$ cat config.mk
export PLATFORM = sky130hd
export DESIGN_NAME = control_unit_flat
export DESIGN_NICKNAME = d
export VERILOG_FILES = /design/src/rtl/control_unit_if.sv /design/src/rtl/control_unit.sv /design/src/flat_wrapper.sv
export SDC_FILE = /design/constraint.sdc
export NUM_CORES = 1
export LEC_CHECK = 0
export CELL_PAD_IN_SITES_DETAIL_PLACEMENT = 0
export CELL_PAD_IN_SITES_GLOBAL_PLACEMENT = 1
export CORE_UTILIZATION = 22
export CTS_CLUSTER_DIAMETER = 80
export DETAILED_ROUTE_END_ITERATION = 7
export PLACE_DENSITY = 0.72
export RECOVER_POWER = 100
export SLEW_MARGIN = 10
export SYNTH_ARGS = -nofsm -noshare
export SYNTH_HDL_FRONTEND = slang
export SYNTH_SLANG_ARGS = --single-unit
$ cat constraint.sdc
create_clock -name clk -period 1.4 [get_ports clk]
set_input_delay 0.28 -clock clk [delete_from_list [all_inputs] [get_ports clk]]
set_output_delay 0.28 -clock clk [all_outputs]
set_load 0.05 [all_outputs]
$ cat src/rtl/control_unit_if.sv
// Bundle between the multicycle controller and the datapath: instruction
// fields and Zero flag in, every datapath select and enable out.
interface control_unit_if;
  logic [6:0] op;
  logic [2:0] funct3;
  logic       funct7b5;
  logic       Zero;

  logic       PCWrite;
  logic       AdrSrc;
  logic       MemWrite;
  logic       IRWrite;
  logic       WE3;
  logic [1:0] ResultSrc;
  logic [1:0] ALUSrcA;
  logic [1:0] ALUSrcB;
  logic [1:0] ALUControl;
  logic [1:0] immSrc;
  logic [3:0] state;
  logic       illegal;

  modport master (
    input  op, funct3, funct7b5, Zero,
    output PCWrite, AdrSrc, MemWrite, IRWrite, WE3,
           ResultSrc, ALUSrcA, ALUSrcB, ALUControl, immSrc, state, illegal
  );

  modport slave (
    output op, funct3, funct7b5, Zero,
    input  PCWrite, AdrSrc, MemWrite, IRWrite, WE3,
           ResultSrc, ALUSrcA, ALUSrcB, ALUControl, immSrc, state, illegal
  );
endinterface

$ cat src/rtl/control_unit.sv
// Multicycle RISC-V main controller (Moore FSM) plus ALU decoder.
// Define CONTROL_UNIT_ILLEGAL_TRAP_EN to trap unknown opcodes in ERROR.
module control_unit (
  input  logic           clk,
  input  logic           reset,
  control_unit_if.master bus
);

  typedef enum logic [3:0] {
    FETCH    = 4'd0,
    DECODE   = 4'd1,
    MEMADR   = 4'd2,
    MEMREAD  = 4'd3,
    MEMWB    = 4'd4,
    MEMWRITE = 4'd5,
    EXECUTER = 4'd6,
    EXECUTEI = 4'd7,
    ALUWB    = 4'd8,
    BEQ      = 4'd9,
    JAL      = 4'd10,
    ERROR    = 4'd11
  } state_t;

  typedef enum logic [1:0] {
    ALU_ADD   = 2'b00,
    ALU_SUB   = 2'b01,
    ALU_FUNCT = 2'b10
  } alu_op_t;

  localparam logic [6:0] OP_LW  = 7'b0000011;
  localparam logic [6:0] OP_SW  = 7'b0100011;
  localparam logic [6:0] OP_R   = 7'b0110011;
  localparam logic [6:0] OP_I   = 7'b0010011;
  localparam logic [6:0] OP_JAL = 7'b1101111;
  localparam logic [6:0] OP_BEQ = 7'b1100011;

  state_t     cur_state, next_state;
  alu_op_t    alu_op;
  logic       pc_update, branch, ir_write, we3, mem_write, adr_src;
  logic [1:0] result_src, alu_src_a, alu_src_b, alu_control;

  always_ff @(posedge clk or negedge reset) begin
    if (!reset) cur_state <= FETCH;
    else        cur_state <= next_state;
  end

  always_comb begin
    next_state = FETCH;
    alu_op     = ALU_ADD;
    pc_update  = 1'b0;
    branch     = 1'b0;
    ir_write   = 1'b0;
    we3        = 1'b0;
    mem_write  = 1'b0;
    adr_src    = 1'b0;
    result_src = 2'b00;
    alu_src_a  = 2'b00;
    alu_src_b  = 2'b00;
    case (cur_state)
      FETCH: begin
        ir_write   = 1'b1;
        alu_src_b  = 2'b10;
        result_src = 2'b10;
        pc_update  = 1'b1;
        next_state = DECODE;
      end
      DECODE: begin
        alu_src_a = 2'b01;
        alu_src_b = 2'b01;
        case (bus.op)
          OP_LW, OP_SW: next_state = MEMADR;
          OP_R:         next_state = EXECUTER;
          OP_I:         next_state = EXECUTEI;
          OP_JAL:       next_state = JAL;
          OP_BEQ:       next_state = BEQ;
`ifdef CONTROL_UNIT_ILLEGAL_TRAP_EN
          default:      next_state = ERROR;
`else
          default:      next_state = FETCH;
`endif
        endcase
      end
      MEMADR: begin
        alu_src_a  = 2'b10;
        alu_src_b  = 2'b01;
        next_state = (bus.op == OP_LW) ? MEMREAD : MEMWRITE;
      end
      MEMREAD: begin
        adr_src    = 1'b1;
        next_state = MEMWB;
      end
      MEMWB: begin
        result_src = 2'b01;
        we3        = 1'b1;
      end
      MEMWRITE: begin
        adr_src   = 1'b1;
        mem_write = 1'b1;
      end
      EXECUTER: begin
        alu_src_a  = 2'b10;
        alu_op     = ALU_FUNCT;
        next_state = ALUWB;
      end
      EXECUTEI: begin
        alu_src_a  = 2'b10;
        alu_src_b  = 2'b01;
        alu_op     = ALU_FUNCT;
        next_state = ALUWB;
      end
      ALUWB: we3 = 1'b1;
      JAL: begin
        alu_src_a  = 2'b01;
        alu_src_b  = 2'b10;
        pc_update  = 1'b1;
        next_state = ALUWB;
      end
      BEQ: begin
        alu_src_a = 2'b10;
        alu_op    = ALU_SUB;
        branch    = 1'b1;
      end
`ifdef CONTROL_UNIT_ILLEGAL_TRAP_EN
      ERROR: next_state = ERROR;
`endif
      default: next_state = FETCH;
    endcase
  end

  // op[5] separates R-type from I-type, so addi never turns into a subtract
  always_comb begin
    alu_control = 2'b00;
    case (alu_op)
      ALU_SUB: alu_control = 2'b01;
      ALU_FUNCT: begin
        case (bus.funct3)
          3'b000:  alu_control = (bus.funct7b5 && bus.op[5]) ? 2'b01 : 2'b00;
          3'b111:  alu_control = 2'b10;
          3'b110:  alu_control = 2'b11;
          default: alu_control = 2'b00;
        endcase
      end
      default: alu_control = 2'b00;
    endcase
  end

  always_comb begin
    case (bus.op)
      OP_SW:   bus.immSrc = 2'b01;
      OP_BEQ:  bus.immSrc = 2'b10;
      OP_JAL:  bus.immSrc = 2'b11;
      default: bus.immSrc = 2'b00;
    endcase
  end

  // Enables are gated by reset so they drop the moment reset asserts
  assign bus.PCWrite    = reset & (pc_update | (branch & bus.Zero));
  assign bus.IRWrite    = reset & ir_write;
  assign bus.WE3        = reset & we3;
  assign bus.MemWrite   = reset & mem_write;
  assign bus.AdrSrc     = adr_src;
  assign bus.ResultSrc  = result_src;
  assign bus.ALUSrcA    = alu_src_a;
  assign bus.ALUSrcB    = alu_src_b;
  assign bus.ALUControl = alu_control;
  assign bus.state      = cur_state;

`ifdef CONTROL_UNIT_ILLEGAL_TRAP_EN
  assign bus.illegal = (cur_state == ERROR);
`else
  assign bus.illegal = 1'b0;
`endif

endmodule
$ cat src/flat_wrapper.sv
// flat-port wrapper written by rule: the top's interface ports become plain ports
module control_unit_flat 
  (clk, reset, bus_op, bus_funct3, bus_funct7b5, bus_Zero, bus_PCWrite, bus_AdrSrc, bus_MemWrite, bus_IRWrite, bus_WE3, bus_ResultSrc, bus_ALUSrcA, bus_ALUSrcB, bus_ALUControl, bus_immSrc, bus_state, bus_illegal);
  control_unit_if bus_i ();
  input  logic clk;
  input  logic reset;
  input wire logic [$bits(bus_i.op)-1:0] bus_op;
  input wire logic [$bits(bus_i.funct3)-1:0] bus_funct3;
  input wire logic [$bits(bus_i.funct7b5)-1:0] bus_funct7b5;
  input wire logic [$bits(bus_i.Zero)-1:0] bus_Zero;
  output wire logic [$bits(bus_i.PCWrite)-1:0] bus_PCWrite;
  output wire logic [$bits(bus_i.AdrSrc)-1:0] bus_AdrSrc;
  output wire logic [$bits(bus_i.MemWrite)-1:0] bus_MemWrite;
  output wire logic [$bits(bus_i.IRWrite)-1:0] bus_IRWrite;
  output wire logic [$bits(bus_i.WE3)-1:0] bus_WE3;
  output wire logic [$bits(bus_i.ResultSrc)-1:0] bus_ResultSrc;
  output wire logic [$bits(bus_i.ALUSrcA)-1:0] bus_ALUSrcA;
  output wire logic [$bits(bus_i.ALUSrcB)-1:0] bus_ALUSrcB;
  output wire logic [$bits(bus_i.ALUControl)-1:0] bus_ALUControl;
  output wire logic [$bits(bus_i.immSrc)-1:0] bus_immSrc;
  output wire logic [$bits(bus_i.state)-1:0] bus_state;
  output wire logic [$bits(bus_i.illegal)-1:0] bus_illegal;
  assign bus_i.op = bus_op;
  assign bus_i.funct3 = bus_funct3;
  assign bus_i.funct7b5 = bus_funct7b5;
  assign bus_i.Zero = bus_Zero;
  assign bus_PCWrite = bus_i.PCWrite;
  assign bus_AdrSrc = bus_i.AdrSrc;
  assign bus_MemWrite = bus_i.MemWrite;
  assign bus_IRWrite = bus_i.IRWrite;
  assign bus_WE3 = bus_i.WE3;
  assign bus_ResultSrc = bus_i.ResultSrc;
  assign bus_ALUSrcA = bus_i.ALUSrcA;
  assign bus_ALUSrcB = bus_i.ALUSrcB;
  assign bus_ALUControl = bus_i.ALUControl;
  assign bus_immSrc = bus_i.immSrc;
  assign bus_state = bus_i.state;
  assign bus_illegal = bus_i.illegal;
  control_unit u_core (.clk(clk), .reset(reset), .bus(bus_i));
endmodule
==> impl_metrics.py <==
metrics = {
    "run_status": {
        "status": "finished with violations",
        "violations": "setup timing",
    },
    "sta": {
        "fmax_ghz": 0.535,
        "skew_ns": 0.000154,
        "rsz0062_at_grt": "true",
        "hold_ws_ns": 0.501,
        "slew_violations": 0,
        "finalSetupViolations": 16,
        "fin_ws_ns": -0.470,
        "period_needed_ns": 1.87,
        "finalHoldViolCount": 0,
        "fin_crit_sh_pct": 134,
    },
    "grt": {
        "grt_overflow": 0,
        "grt_first_pass_wirelength_microns": 3750,
        "first_global_vias": 874,
        "grt_max_degree": 10,
        "globalRouteTotalUtil_pct": 18.3,
        "antenna_found_initial": 0,
    },
    "critical_path": {
        "path_class": "register to output pin",
        "worstReg2RegEnd": "u_core.bus.state[1]",
        "required_ns": 1.12,
        "reg2reg_depth": 5,
        "crit_buf_inv": 2,
        "cp-end-kind": "output pin",
        "critPathArrivalTime_ns": 1.59,
        "slowest_delay_ns": 0.43,
        "reg2reg_from": "u_core.bus.state[2]",
        "slowest_stage": "dfrtp_2",
        "reg2reg_slack_ns": -0.09,
        "path_delay_family": "flip-flops",
        "cp-start-kind": "register",
        "worstPathMaxFanout": 4,
        "worstPathCellList": "nor2b_4 > nand3_4 > ha_4 > buf_4 > a21oi_4 > buf_12",
    },
    "cells_and_area": {
        "nFillCells": 166,
        "largest_reg_flops": 4,
        "num-nets-final": 173,
        "antenna_cells": 0,
        "area_growth_syn_to_layout_pct": 224,
        "final_util_pct": 74.6,
        "multi_input_area_sq_um": 729,
        "drive_gt1_share_pct": 79.4,
        "seqCellArea_sq_um": 105,
    },
    "cts": {
        "cts_tree": "yes",
        "root_buffer": "clkbuf_4",
        "cts_buffers": 3,
        "cts_max_level": 1,
        "clk_latency_ns": 0.24,
        "clockBufferDepth": 2,
        "cts.sinks": 4,
        "cts.clk_slew.worst_paths_ns": 0.04,
    },
    "floorplanning": {
        "dieWidth_microns": 52.7,
        "io_pins": 34,
        "initial_core_util_pct": 23.0,
        "fp.coreArea_sq_mm": 0.00245,
        "die_h_microns": 52.7,
        "core.rowCount": 18,
        "die_area_sq_mm": 0.00278,
    },
    "worst_hold_path": {
        "hold_path_class": "input port to register",
        "min_path_cells": 5,
        "min_to": "u_core.bus.state[0]",
        "hp-start": "bus_op[3]",
    },
    "logic_synthesis": {
        "yosys-top-cells-count": "a21oi_1 (8), nor2_1 (7), inv_1 (5), nand2_1 (5)",
        "ys_seq_area_share_pct": 17.7,
        "yosys-top-cells-area": "dfrtp_1 (18%), a21oi_1 (7.1%), nor2_1 (4.6%)",
        "syn_inst": 79,
        "synth_edf_count": 0,
        "syn-cell-area_sq_um": 566,
        "syn-mean-instance-area_sq_um": 7.16,
        "yosysWarnings": 0,
        "synth_ff_type": "dfrtp_1",
        "async_flop_share_pct": 100,
        "synth_nets": 95,
        "netlist.area_leader.share_pct": 17.7,
        "yosys.cell_types.count": 35,
        "synth_area_leader_cell": "dfrtp_1",
        "synth_seq_cells": 4,
        "synth.most_common_cell": "a21oi_1",
    },
    "detailed_routing": {
        "vias": 892,
        "drtIter0Drc": 6,
        "vias_per_cell": 4.82,
        "drc": 0,
        "antenna_left": 0,
        "wl_per_cell_microns": 13.2,
        "drtPass1Iterations": 4,
        "drt-total-wl_microns": 2440,
    },
    "power": {
        "vdd.ir_drop.worst_uv": 1200,
        "p_leak_nw": 0.762,
        "p_per_area_mw_per_mm2": 1150,
    },
    "place": {
        "dp_hpwl_microns": 1640,
        "io_buffers": 32,
        "gp_congestion": 0.743,
    },
    "job": {
        "maxCapViolCount": 0,
    },
}
cells in the final DEF, fill, tap and decap left out, types with 2 or more instances in the layout:
cell type | netlist | final
buf_4 | 1 | 34
buf_12 | 0 | 20
buf_6 | 0 | 11
clkdlybuf4s50_1 | 0 | 5
nor3_4 | 1 | 4
inv_2 | 0 | 4
nand2_2 | 0 | 4
a21oi_4 | 0 | 4
clkbuf_4 | 0 | 4
dfrtp_2 | 0 | 4
a21oi_1 | 8 | 3
nor2b_4 | 0 | 3
o21ai_2 | 0 | 3
nor2_4 | 0 | 3
dlygate4sd2_1 | 0 | 3
nor3b_1 | 2 | 2
nor2_1 | 7 | 2
and2_1 | 2 | 2
nand4_1 | 2 | 2
nand2b_4 | 0 | 2
nor2_2 | 0 | 2
ha_4 | 0 | 2
buf_8 | 0 | 2
worst max-delay path by stage:
stage                             start                 to  cells past startpoint
finish              u_core.bus.state[2]  bus_ALUControl[0]                      6
global route        u_core.bus.state[2]  bus_ALUControl[0]                      8
CTS                 u_core.bus.state[2]  bus_ALUControl[0]                      8
detailed placement            bus_op[2]      bus_immSrc[0]                      5
global placement              bus_op[3]      bus_immSrc[0]                      5
floorplan           u_core.bus.state[0]  bus_ALUControl[1]                      4
metrics by stage:
| stage | setup slack, ns | TNS, ns | std cells | power (W) | cell area (sq um) |
|---|---|---|---|---|---|
| finish | -0.470 | -4.62 | 185 | 0.00210 | 1830 |
| global route | -0.521 | -5.27 | 185 | 0.00219 | 1830 |
| CTS | -0.480 | -4.72 | 181 | 0.00200 | 1710 |
| detailed placement | -0.493 | -3.93 | 167 | 0.00161 | 1450 |
| global placement | -0.462 | -3.61 | 167 | 0.00159 | 1450 |
| floorplan | -0.558 | -4.48 | 79 | 0.000871 | 708 |
cells by family after synthesis:
group                      Yosys count  synth area share (%)
AOI/OAI and AO/OA                   18                  20.8
other                                1                 0.663
adders and majority gates            2                  4.42
DFF                                  4                  17.7
and+or+nand+nor                     40                  42.9
buffers and inverters               11                  8.85
xor gates and xnor gates             3                  4.65
power by group:
group          internal (W)  total (W)  switching, W
combinational      0.000908    0.00179      0.000887
clock             0.0000961   0.000147     0.0000510
sequential         0.000137   0.000157     0.0000204
total               0.00114    0.00210      0.000958
routing by layer:
layer  wire length, microns  part of all wire (%)  global-route usage [%]
met1                    899                    37                    20.7
met2                   1430                    59                    34.8
met3                     65                   2.7                    1.74
met4                     43                   1.8                    6.58
met5                      0                     0                       0
worst min-delay path: cells and delay by family:
kind,cells,cell delay (ns)
buffers and inverters,2,0.20
AND/OR/NAND/NOR,1,0.05
AO/OA/AOI/OAI,2,0.16
what timing repair did:
action / in CTS / in global routing
hold endpoints to repair: 0 / 0
hold buffers: 0 / 0
setup endpoints to repair: 17 / 17
gates resized for setup: 55 / 23
buffers inserted: 11 / 6
pin swaps: 15 / 24
final cells by class:
type                       count  share of cell area, %
timing repair buffer          79                   50.1
multi-input combinational     64                   39.8
sequential                     4                   5.74
tap                           30                   2.05
clock buffer                   3                   1.23
inverter                       5                   1.02
No activity file was read; power rests on OpenSTA's default activity.
